### config.mk
export PLATFORM = sky130hd
export DESIGN_NAME = mem_stage_ctrl
export DESIGN_NICKNAME = d
export VERILOG_FILES = /design/src/rtl/mem_stage_ctrl.sv
export SDC_FILE = /design/constraint.sdc
export NUM_CORES = 1
export LEC_CHECK = 0
export CAP_MARGIN = 20
export CELL_PAD_IN_SITES_DETAIL_PLACEMENT = 1
export CELL_PAD_IN_SITES_GLOBAL_PLACEMENT = 2
export CORE_MARGIN = 1.5
export CORE_UTILIZATION = 28
export CTS_CLUSTER_SIZE = 20
export DETAILED_ROUTE_END_ITERATION = 7
export PLACE_DENSITY = 0.92
export SETUP_SLACK_MARGIN = 0.05
export SYNTH_ARGS = -nofsm -noshare
export SYNTH_HDL_FRONTEND = slang
export SYNTH_SLANG_ARGS = --single-unit
### constraint.sdc
create_clock -name CLK -period 10.74 [get_ports CLK]
set_input_delay 2.148 -clock CLK [delete_from_list [all_inputs] [get_ports CLK]]
set_output_delay 2.148 -clock CLK [all_outputs]
set_load 0.005 [all_outputs]
### src/rtl/mem_stage_ctrl.sv
// rtl/mem_stage_ctrl.sv - memory-stage controller between EX/MEM and MEM/WB
// Runs a req/ack handshake to data memory, stalls upstream and turns bad accesses into bubbles.
module mem_stage_ctrl #(
  parameter int N       = 32,
  parameter int AW      = 10,
  parameter int TIMEOUT = 15
) (
  input  logic          CLK,
  input  logic          RST,
  input  logic [N-1:0]  AluResult_i,
  input  logic [N-1:0]  RD2_i,
  input  logic          MemWE_i,
  input  logic          WBSelect_i,
  input  logic          RF_WE_i,
  input  logic [3:0]    A3_i,
  output logic          mem_req_o,
  output logic          mem_we_o,
  output logic [AW-1:0] mem_addr_o,
  output logic [N-1:0]  mem_wdata_o,
  input  logic [N-1:0]  mem_rdata_i,
  input  logic          mem_ack_i,
  output logic          stall_o,
  output logic [N-1:0]  WBData_o,
  output logic          RF_WE_o,
  output logic [3:0]    A3_o,
  output logic          fault_o
);

  typedef enum logic {IDLE, WAIT} state_t;

  localparam logic [7:0] CNT_LAST = 8'(TIMEOUT - 1);

  state_t       state, state_next;
  logic [7:0]   counter;
  logic [N-1:0] lat_addr;
  logic         lat_wbsel;
  logic         lat_rfwe;
  logic [3:0]   lat_a3;

  logic access, misaligned;
  logic start, complete, timeout, bad_access;

  assign access     = MemWE_i | WBSelect_i;
  assign misaligned = access & (AluResult_i[1:0] != 2'b00);

  always_ff @(posedge CLK or posedge RST) begin
    if (RST) state <= IDLE;
    else     state <= state_next;
  end

  always_comb begin
    state_next = state;
    stall_o    = 1'b0;
    start      = 1'b0;
    complete   = 1'b0;
    timeout    = 1'b0;
    bad_access = 1'b0;
    case (state)
      IDLE: begin
        if (misaligned) begin
          bad_access = 1'b1;
        end else if (access) begin
          stall_o    = 1'b1;
          start      = 1'b1;
          state_next = WAIT;
        end
      end
      WAIT: begin
        // An ack in the final timeout cycle still counts as a normal completion.
        if (mem_ack_i) begin
          complete   = 1'b1;
          state_next = IDLE;
        end else if (counter == CNT_LAST) begin
          timeout    = 1'b1;
          state_next = IDLE;
        end else begin
          stall_o = 1'b1;
        end
      end
      default: state_next = IDLE;
    endcase
    if (RST) stall_o = 1'b0;
  end

  always_ff @(posedge CLK or posedge RST) begin
    if (RST) begin
      counter     <= '0;
      mem_req_o   <= 1'b0;
      mem_we_o    <= 1'b0;
      mem_addr_o  <= '0;
      mem_wdata_o <= '0;
      WBData_o    <= '0;
      RF_WE_o     <= 1'b0;
      A3_o        <= '0;
      fault_o     <= 1'b0;
      lat_addr    <= '0;
      lat_wbsel   <= 1'b0;
      lat_rfwe    <= 1'b0;
      lat_a3      <= '0;
    end else begin
      if (state == IDLE) begin
        if (bad_access) begin
          fault_o <= 1'b1;
          RF_WE_o <= 1'b0;
        end else if (start) begin
          mem_req_o   <= 1'b1;
          mem_we_o    <= MemWE_i;
          mem_addr_o  <= AluResult_i[AW+1:2];
          mem_wdata_o <= RD2_i;
          lat_addr    <= AluResult_i;
          lat_wbsel   <= WBSelect_i;
          lat_rfwe    <= RF_WE_i;
          lat_a3      <= A3_i;
          RF_WE_o     <= 1'b0;
          counter     <= '0;
        end else begin
          WBData_o <= AluResult_i;
          RF_WE_o  <= RF_WE_i;
          A3_o     <= A3_i;
        end
      end else begin
        if (complete) begin
          mem_req_o <= 1'b0;
          mem_we_o  <= 1'b0;
          WBData_o  <= lat_wbsel ? mem_rdata_i : lat_addr;
          RF_WE_o   <= lat_rfwe;
          A3_o      <= lat_a3;
        end else if (timeout) begin
          mem_req_o <= 1'b0;
          mem_we_o  <= 1'b0;
          fault_o   <= 1'b1;
          RF_WE_o   <= 1'b0;
        end else begin
          RF_WE_o <= 1'b0;
          counter <= counter + 8'd1;
        end
      end
    end
  end

endmodule

==> flow_summary.toml, run 1 <==
[floorplanning]
rows = 50
io_pins = 189
dieArea_um2 = 19800
die_h_um = 141
start_util = 0.285
core_area_um2 = 18600
die_w_um = 141

[grt]
antenna_found_initial = 0
grt_overflow_total = 0
grt_usage = 0.166
grt_pass1_vias = 5040
grt_max_degree = 77
grt_pass1_wl_um = 25900

[setup_path]
crit_path_end = "stall_o"
startpoint = "WBSelect_i"
critPathKind = "in2out"
end_kind = "output port"
critPathLaunchType = "primary input"
r2r_end = "lat_addr[1]$_DFFE_PP0P_"
path_max_fanout = 4
cp.required_ps = 8590
crit_arrival_ps = 4030
reg2reg_from = "state$_DFF_PP0_"
r2r_setup_slack_ps = 8710
r2r_cells = 3

[placement]
gp_congestion = 0.741
hpwl_um = 10200
port_buffers = 188
dpl.cell_count = 982

[sta]
max-slew-margin-rel = 0.282
max_freq_mhz = 162
setup_violations = 0
post-route-min-period_ps = 6180
skew_ps = 5.85
rsz0062_at_grt = "no"
finalMaxSlewViolations = 0
worst_slew_pin_slew_ps = 1080
fin_crit_sh = 0.575
finalHoldViolations = 0
fin_tns_setup_ps = 0

[layout]
drive_gt1_frac = 0.0540
fillers = 2166
fin_util = 0.422
num_antenna_cells = 0
syn2layout_area_growth_pct = 47.8
fin_cells = 1012
nNetsFinal = 875

[drt]
drc = 0
wl_um = 15700
drt-pass1-iter-count = 4
drtAntennaViolNets = 0
wl_per_cell_um = 15.5
drt_iter0_markers = 123
vias = 4637
drt-vias-per-instance = 4.58

[clock_tree]
htree_levels = 4
hold_buffers = 0
clock-root-buffer = "clkbuf_16"
path_clk_slew_ps = 60
numCtsBuffers = 17
clkSinkCount = 119
cts_repair_resize_count = 0
tritoncts = "yes"
clockBufferDepth = 2
cts_setup_buffers = 0
clk_latency_ps = 400

[yosys]
synth_area_um2 = 5320
synth_top_area_share = 0.560
synth-edff-count = 0
synth_flop_cell = "dfrtp_1"
yosysMostFrequentCell = "nand2_1"
synth_async_sr_flop_share = 1.00
synth_area_leaders = "dfrtp_1 56%, nand2_1 20%, mux2i_1 7.5%, o21ai_0 6.8%, buf_4 1.4%"
ys_types = 28
synth_seq_cells = 119
syn_area_per_cell_um2 = 8.86
ys.warnings.count = 0
synthesis.nets = 708
synth_common_cells = "284 x nand2_1, 119 x dfrtp_1, 72 x o21ai_0"
synthCells = 600
ys_seq_area_frac = 0.560
yosysTopAreaCell = "dfrtp_1"

[power_and_ir_drop]
netSwitchingFraction = 0.274
power.switching_uw = 420
pwr-share-comb = 0.245
internal-power_uw = 1110
pwr-share-clk = 0.355
powerDensity_nw_per_um2 = 195
max-vdd-ir-drop_v = 0.000105
leakagePower_uw = 0.00363
power_frac_seq = 0.400

[job]
cap_violations = 0

[outcome]
status = "complete, no violations"

[hold_path]
hold_class = "reg2reg"
## worst min path at each step
stage,start,endpoint,slack [ps],cells past startpoint
2_1_floorplan,lat_addr[12]$_DFFE_PP0P_,lat_addr[12]$_DFFE_PP0P_,440,2
3_3_place_gp,mem_wdata_o[7]$_DFFE_PP0P_,mem_wdata_o[7]$_DFFE_PP0P_,460,2
3_5_place_dp,mem_wdata_o[1]$_DFFE_PP0P_,mem_wdata_o[1]$_DFFE_PP0P_,460,2
4_1_cts,mem_wdata_o[8]$_DFFE_PP0P_,mem_wdata_o[8]$_DFFE_PP0P_,480,2
5_1_grt,mem_wdata_o[10]$_DFFE_PP0P_,mem_wdata_o[10]$_DFFE_PP0P_,490,2
6_report,mem_wdata_o[7]$_DFFE_PP0P_,mem_wdata_o[7]$_DFFE_PP0P_,470,2
## through the flow
| stage | area, um2 | setup slack, ps | power [uW] | hold slack (ps) |
|---|---|---|---|---|
| final | 7860 | 4560 | 1540 | 469 |
| after global routing | 7860 | 4480 | 1630 | 488 |
| after CTS | 7860 | 4540 | 1570 | 476 |
| after detailed placement | 7300 | 4560 | 1010 | 464 |
| after global placement | 7300 | 4580 | 993 | 456 |
| after floorplan | 5320 | 5430 | 774 | 444 |
## final cells by class
class / count / area (um2) / area share
Sequential cell: 119 / 2980 / 0.379
Multi-Input combinational cell: 433 / 2090 / 0.266
Timing Repair Buffer: 194 / 1930 / 0.245
Clock buffer: 20 / 457 / 0.0581
Tap cell: 234 / 293 / 0.0372
Clock inverter: 10 / 105 / 0.0134
Inverter: 2 / 10.0 / 0.00127
## worst max-delay path, cell delays in order
cell             delay (ps)
clkdlybuf4s50_1         520
nor2_1                  120
or4_2                   570
a21oi_1                 160
clkdlybuf4s50_1         510
## routing by layer
layer  wire (um)  track usage  part of all wire  up-vias
li1            -            -                 -     2254
met1        6980        0.201              0.45     2246
met2        7610        0.288              0.49      118
met3         859       0.0452             0.055       19
met4         212       0.0537             0.014        0
met5           0            0                 0        -
## cells by family (layout without fill, tap and decap cells)
kind of cell    count (synthesis)  in the layout  share of synthesized area
buf+inv                        48            226                     0.0496
mux                            40             40                     0.0753
compound gates                 78             78                     0.0741
flops                         119            119                      0.560
fa+ha+maj                       2              2                    0.00471
simple gates                  311            311                      0.233
xor+xnor                        2              2                    0.00329
## cell usage in the layout (no fill, tap or decap), drive strengths merged
cell / instances
mux2i: 40
inv: 2
dfrtp: 119
a22oi: 1
nor3b: 1
o21ai: 72
or3: 1
xor2: 2
ha: 2
or4: 1
nor3: 2
bufinv: 2
and4: 1
a21oi: 4
o22ai: 1
clkinv: 6
and4bb: 1
and2: 3
nor2b: 1
clkinvlp: 2
nor4: 1
and3: 1
nor2: 6
buf: 6
clkdlybuf4s50: 188
nand4: 2
clkbuf: 20
nand2: 284
nand3: 4
nand2b: 2
## sequential cells by signal (all words and copies together), names as in the netlist, 4 cells and up
name         cells
counter          8
A3_o             4
WBData_o        32
lat_a3           4
lat_addr        23
mem_wdata_o     32
mem_addr_o       9
## power groups by stage
stage / Clock [uW] / Combinational (uW) / Sequential (uW)
6_report: 546 / 375 / 614
5_1_grt: 583 / 421 / 630
4_1_cts: 565 / 385 / 617
3_5_place_dp: 0 / 382 / 624
3_3_place_gp: 0 / 373 / 619
2_1_floorplan: 0 / 169 / 605
(Power assumes the default switching activity.)
==> run 2, diff against run 1 <==
--- a/config.mk
+++ b/config.mk
@@ -9,10 +9,10 @@
 export CELL_PAD_IN_SITES_DETAIL_PLACEMENT = 1
 export CELL_PAD_IN_SITES_GLOBAL_PLACEMENT = 2
 export CORE_MARGIN = 1.5
-export CORE_UTILIZATION = 28
+export CORE_UTILIZATION = 26
 export CTS_CLUSTER_SIZE = 20
 export DETAILED_ROUTE_END_ITERATION = 7
-export PLACE_DENSITY = 0.92
+export PLACE_DENSITY = 0.87
 export SETUP_SLACK_MARGIN = 0.05
 export SYNTH_ARGS = -nofsm -noshare
 export SYNTH_HDL_FRONTEND = slang
==> constraint.sdc (replaced) <==
create_clock -name CLK -period 6 [get_ports CLK]
set_input_delay 1.2 -clock CLK [delete_from_list [all_inputs] [get_ports CLK]]
set_output_delay 1.2 -clock CLK [all_outputs]
set_load 0.005 [all_outputs]
==> flow_summary.toml, run 2 (same netlist as run 1, synthesis figures left out) <==
[outcome]
status = "complete, no violations"

[sta]
max_freq_mhz = 234
setup_violations = 0
finalHoldViolations = 0
max-slew-margin-rel = 0.417
finalMaxSlewViolations = 0
fin_tns_setup_ps = 0
skew_ps = 7.35
fin_crit_sh = 0.713
rsz0062_at_grt = "no"
worst_slew_pin_slew_ps = 875
post-route-min-period_ps = 4280

[drt]
drc = 0
wl_um = 15600
drt-pass1-iter-count = 4
drt-vias-per-instance = 4.36
wl_per_cell_um = 14.8
drt_iter0_markers = 94
vias = 4582
drtAntennaViolNets = 0

[grt]
antenna_found_initial = 0
top_usage_layer = "met2"
met2_usage = 0.249
grt_pass1_wl_um = 25700
grt_max_degree = 77
use_met3 = 0.0556
grt_overflow_total = 0
grt_pass1_vias = 4875
grt_util_met1 = 0.191
grt_usage = 0.153

[layout]
regArea_um2 = 2980
final_cell_mix = "284 x nand2_1, 188 x clkdlybuf4s50_1, 117 x dfrtp_1"
final_common_cell = "nand2_1"
syn2layout_area_growth_pct = 50.5
fillers = 2347
num_antenna_cells = 0
drive_gt1_frac = 0.0588
multi_input_area_um2 = 2090
nNetsFinal = 877
top_regs = "WBData_o: 32 flops, mem_wdata_o: 32 flops, lat_addr: 23 flops"

[clock_tree]
hold_buffers = 0
cts_repair_resize_count = 0
path_clk_slew_ps = 60
clk_latency_ps = 400
tritoncts = "yes"
clockBufferDepth = 2
htree_levels = 4
clkSinkCount = 119
cts_setup_buffers = 0
clock-root-buffer = "clkbuf_16"
numCtsBuffers = 17

[setup_path]
cp_common_cell = "clkdlybuf4s50_1"
cpPeakStageDelay_ps = 570
critPathLaunchType = "primary input"
crit_chain = "clkdlybuf4s50_1, nor2_1, or4_2, a21oi_1, clkdlybuf4s50_1"
path_max_fanout = 4
critPathKind = "in2out"
cp.required_ps = 4800
end_kind = "output port"
slowest_stage = "or4_2"
crit_arrival_ps = 3080

[hold_path]
hold_class = "reg2reg"

[job]
cap_violations = 0

[power_and_ir_drop]
power_uw = 2870
powerDensity_nw_per_um2 = 358
max-vdd-ir-drop_v = 0.000178
leakagePower_uw = 0.00367

[floorplanning]
start_util = 0.264
die_w_um = 146
die_h_um = 146
dieArea_um2 = 21300
rows = 52
core_area_um2 = 20200
io_pins = 189

[placement]
hpwl_um = 10400
port_buffers = 188
gp_congestion = 0.721
run 2: path summary, 6_finish.rpt:
check                                            startpoint                           to  slack (ps)  cells past startpoint
worst max-delay path                             WBSelect_i                      stall_o        1720                      5
worst min-delay path            mem_wdata_o[28]$_DFFE_PP0P_  mem_wdata_o[28]$_DFFE_PP0P_         470                      2
worst max register to register              state$_DFF_PP0_     WBData_o[18]$_DFFE_PP0P_        3790                      4
worst min register to register  mem_wdata_o[28]$_DFFE_PP0P_  mem_wdata_o[28]$_DFFE_PP0P_         470                      2
max in group asynchronous                               RST        lat_wbsel$_DFFE_PP0P_        3740                      3
min in group asynchronous                               RST       counter[0]$_DFFE_PP0P_        1210                      2
run 2: area by class of cell:
class | count | area share
Sequential cell | 119 | 0.372
Inverter | 2 | 0.00125
Multi-Input combinational cell | 433 | 0.261
Clock buffer | 20 | 0.0571
Timing Repair Buffer | 196 | 0.244
Clock inverter | 12 | 0.0219
Tap cell | 270 | 0.0422
run 2: report_power, final:
group | internal [uW] | switching [uW] | total (uW) | leakage [uW]
Sequential | 974 | 114 | 1090 | 0.00148
Clock | 716 | 377 | 1090 | 0.000302
Combinational | 401 | 283 | 684 | 0.00189
run 2: metal layers:
layer | wire [um] | vias to the layer above
met2 | 7340 | 113
met5 | 0 | -
li1 | - | 2252
met4 | 227 | 0
met3 | 963 | 15
met1 | 7070 | 2202
run 2: per-stage QoR:
step	hold WS, ps	instance area [um2]	instances	util	worst slack, ps
after detailed placement	462	7350	1019	0.364	1710
after floorplan	444	5320	600	-	1640
after global routing	497	8000	1052	0.397	1580
after global placement	457	7350	1019	0.364	1730
final	470	8000	1052	0.397	1720
after CTS	476	7980	1051	0.396	1700
run 2: worst max-delay path: cells and delay by family:
family / cells / cell delay, ps
AOI/OAI and AO/OA: 1 / 150
and+or+nand+nor: 2 / 690
buffers and inverters: 2 / 1040
==> RTL edit (settings of run 2) <==
Set the parameter `N` to 16 (it was 32).
--- a/src/rtl/mem_stage_ctrl.sv
+++ b/src/rtl/mem_stage_ctrl.sv
@@ -2,5 +2,5 @@
 // Runs a req/ack handshake to data memory, stalls upstream and turns bad accesses into bubbles.
 module mem_stage_ctrl #(
-  parameter int N       = 32,
+  parameter int N       = 16,
   parameter int AW      = 10,
   parameter int TIMEOUT = 15
Ports: changed (5 resized); port bits go from 189 to 109. No check against the original RTL was run, so the function may have changed too.
==> RTL edit against run 2 <==
  * Worst setup slack worse by 0.086 ns
  * Combinational power is 34% lower
  * Cell area is 40% lower
  * Largest cell class unchanged
  * Critical path type unchanged
  * First-iteration DRC count is 31% lower
  * Non-clock buffer count is 86 lower
  * Area after synthesis is 37% lower
  * Synthesized cell count is 56% lower
  * Total power is 42% lower
  * Highest routed layer unchanged
  * Via count is 47% lower
  * Critical path depth stayed put
  * Die area is 36% lower
  * Register-to-register slack worse by 0.33 ns
  * Sequential cell count is 48 lower
  * Wire length is 45% lower
==> RTL edit: results <==
[setup_path]
arrival_ns = 3.17

[timing]
final.setup_skew_ns = 0.00289
max_slew_margin_pct = 31.3

[run_status]
status = "completed"

[yosys]
synthTopCellsByArea = "dfrtp_1 (53%), mux2_2 (19%), mux2i_1 (6.5%)"
synth.distinct_cells = 40
synth_nets = 325

[grt]
grt_first_pass_wirelength_um = 13700
grt_use_met1_pct = 15.4
met3_usage_pct = 4.22

[place]
dpl-instance-area_um2 = 4510
place_ws_ns = 1.65
dp_hpwl_um = 5920
place_congestion = 0.760
placed_cells = 523

[route]
met2WireLength_um = 4270
wl_met1_um = 3610
vias = 2434
wl_per_cell_um = 15.8
avgViaCountPerCell = 4.52
drt_iter0_markers = 65

[final_layout]
final_layout_size_suffix_gt1_share_pct = 23.2
num-nets-final = 422
reg_top3 = "WBData_o x16, mem_wdata_o x16, mem_addr_o x9"

[power_and_ir_drop]
leakagePower_uw = 0.00199
power_frac_clock_pct = 31.6
power.internal_uw = 1240
total_power_uw = 1670
-- RTL edit: area by class of cell --
cell class / count / area [um^2]
fillers: 1375 / 7810
clock inverters: 4 / 45.0
flip-flops and latches: 71 / 1780
well taps: 172 / 215
multi-input cells: 167 / 1410
repair buffers: 110 / 1100
inverters: 3 / 11.3
clock buffers: 12 / 246
-- RTL edit: kinds of logic after synthesis --
logic type               after synthesis  share of synthesized area [%]
AND/OR/NAND/NOR                       44                           7.38
flip-flops                            71                           52.7
AO/OA/AOI/OAI                         39                           6.90
adder cells (fa/ha/maj)                2                          0.742
multiplexers                          82                           26.8
buffers and inverters                 27                           5.53
-- RTL edit: path summary, 6_finish.rpt --
check                                     from     endpoint  slack [ns]  depth (start not counted)
worst max-delay path            AluResult_i[0]      stall_o        1.63                          5
worst min-delay path                   fault_o      fault_o        0.48                          1
max in group asynchronous                  RST        state        3.64                          3
min in group asynchronous                  RST      A3_o[3]        1.35                          2
worst min register to register         fault_o      fault_o        0.48                          1
worst max register to register           state  WBData_o[8]        3.46                          4
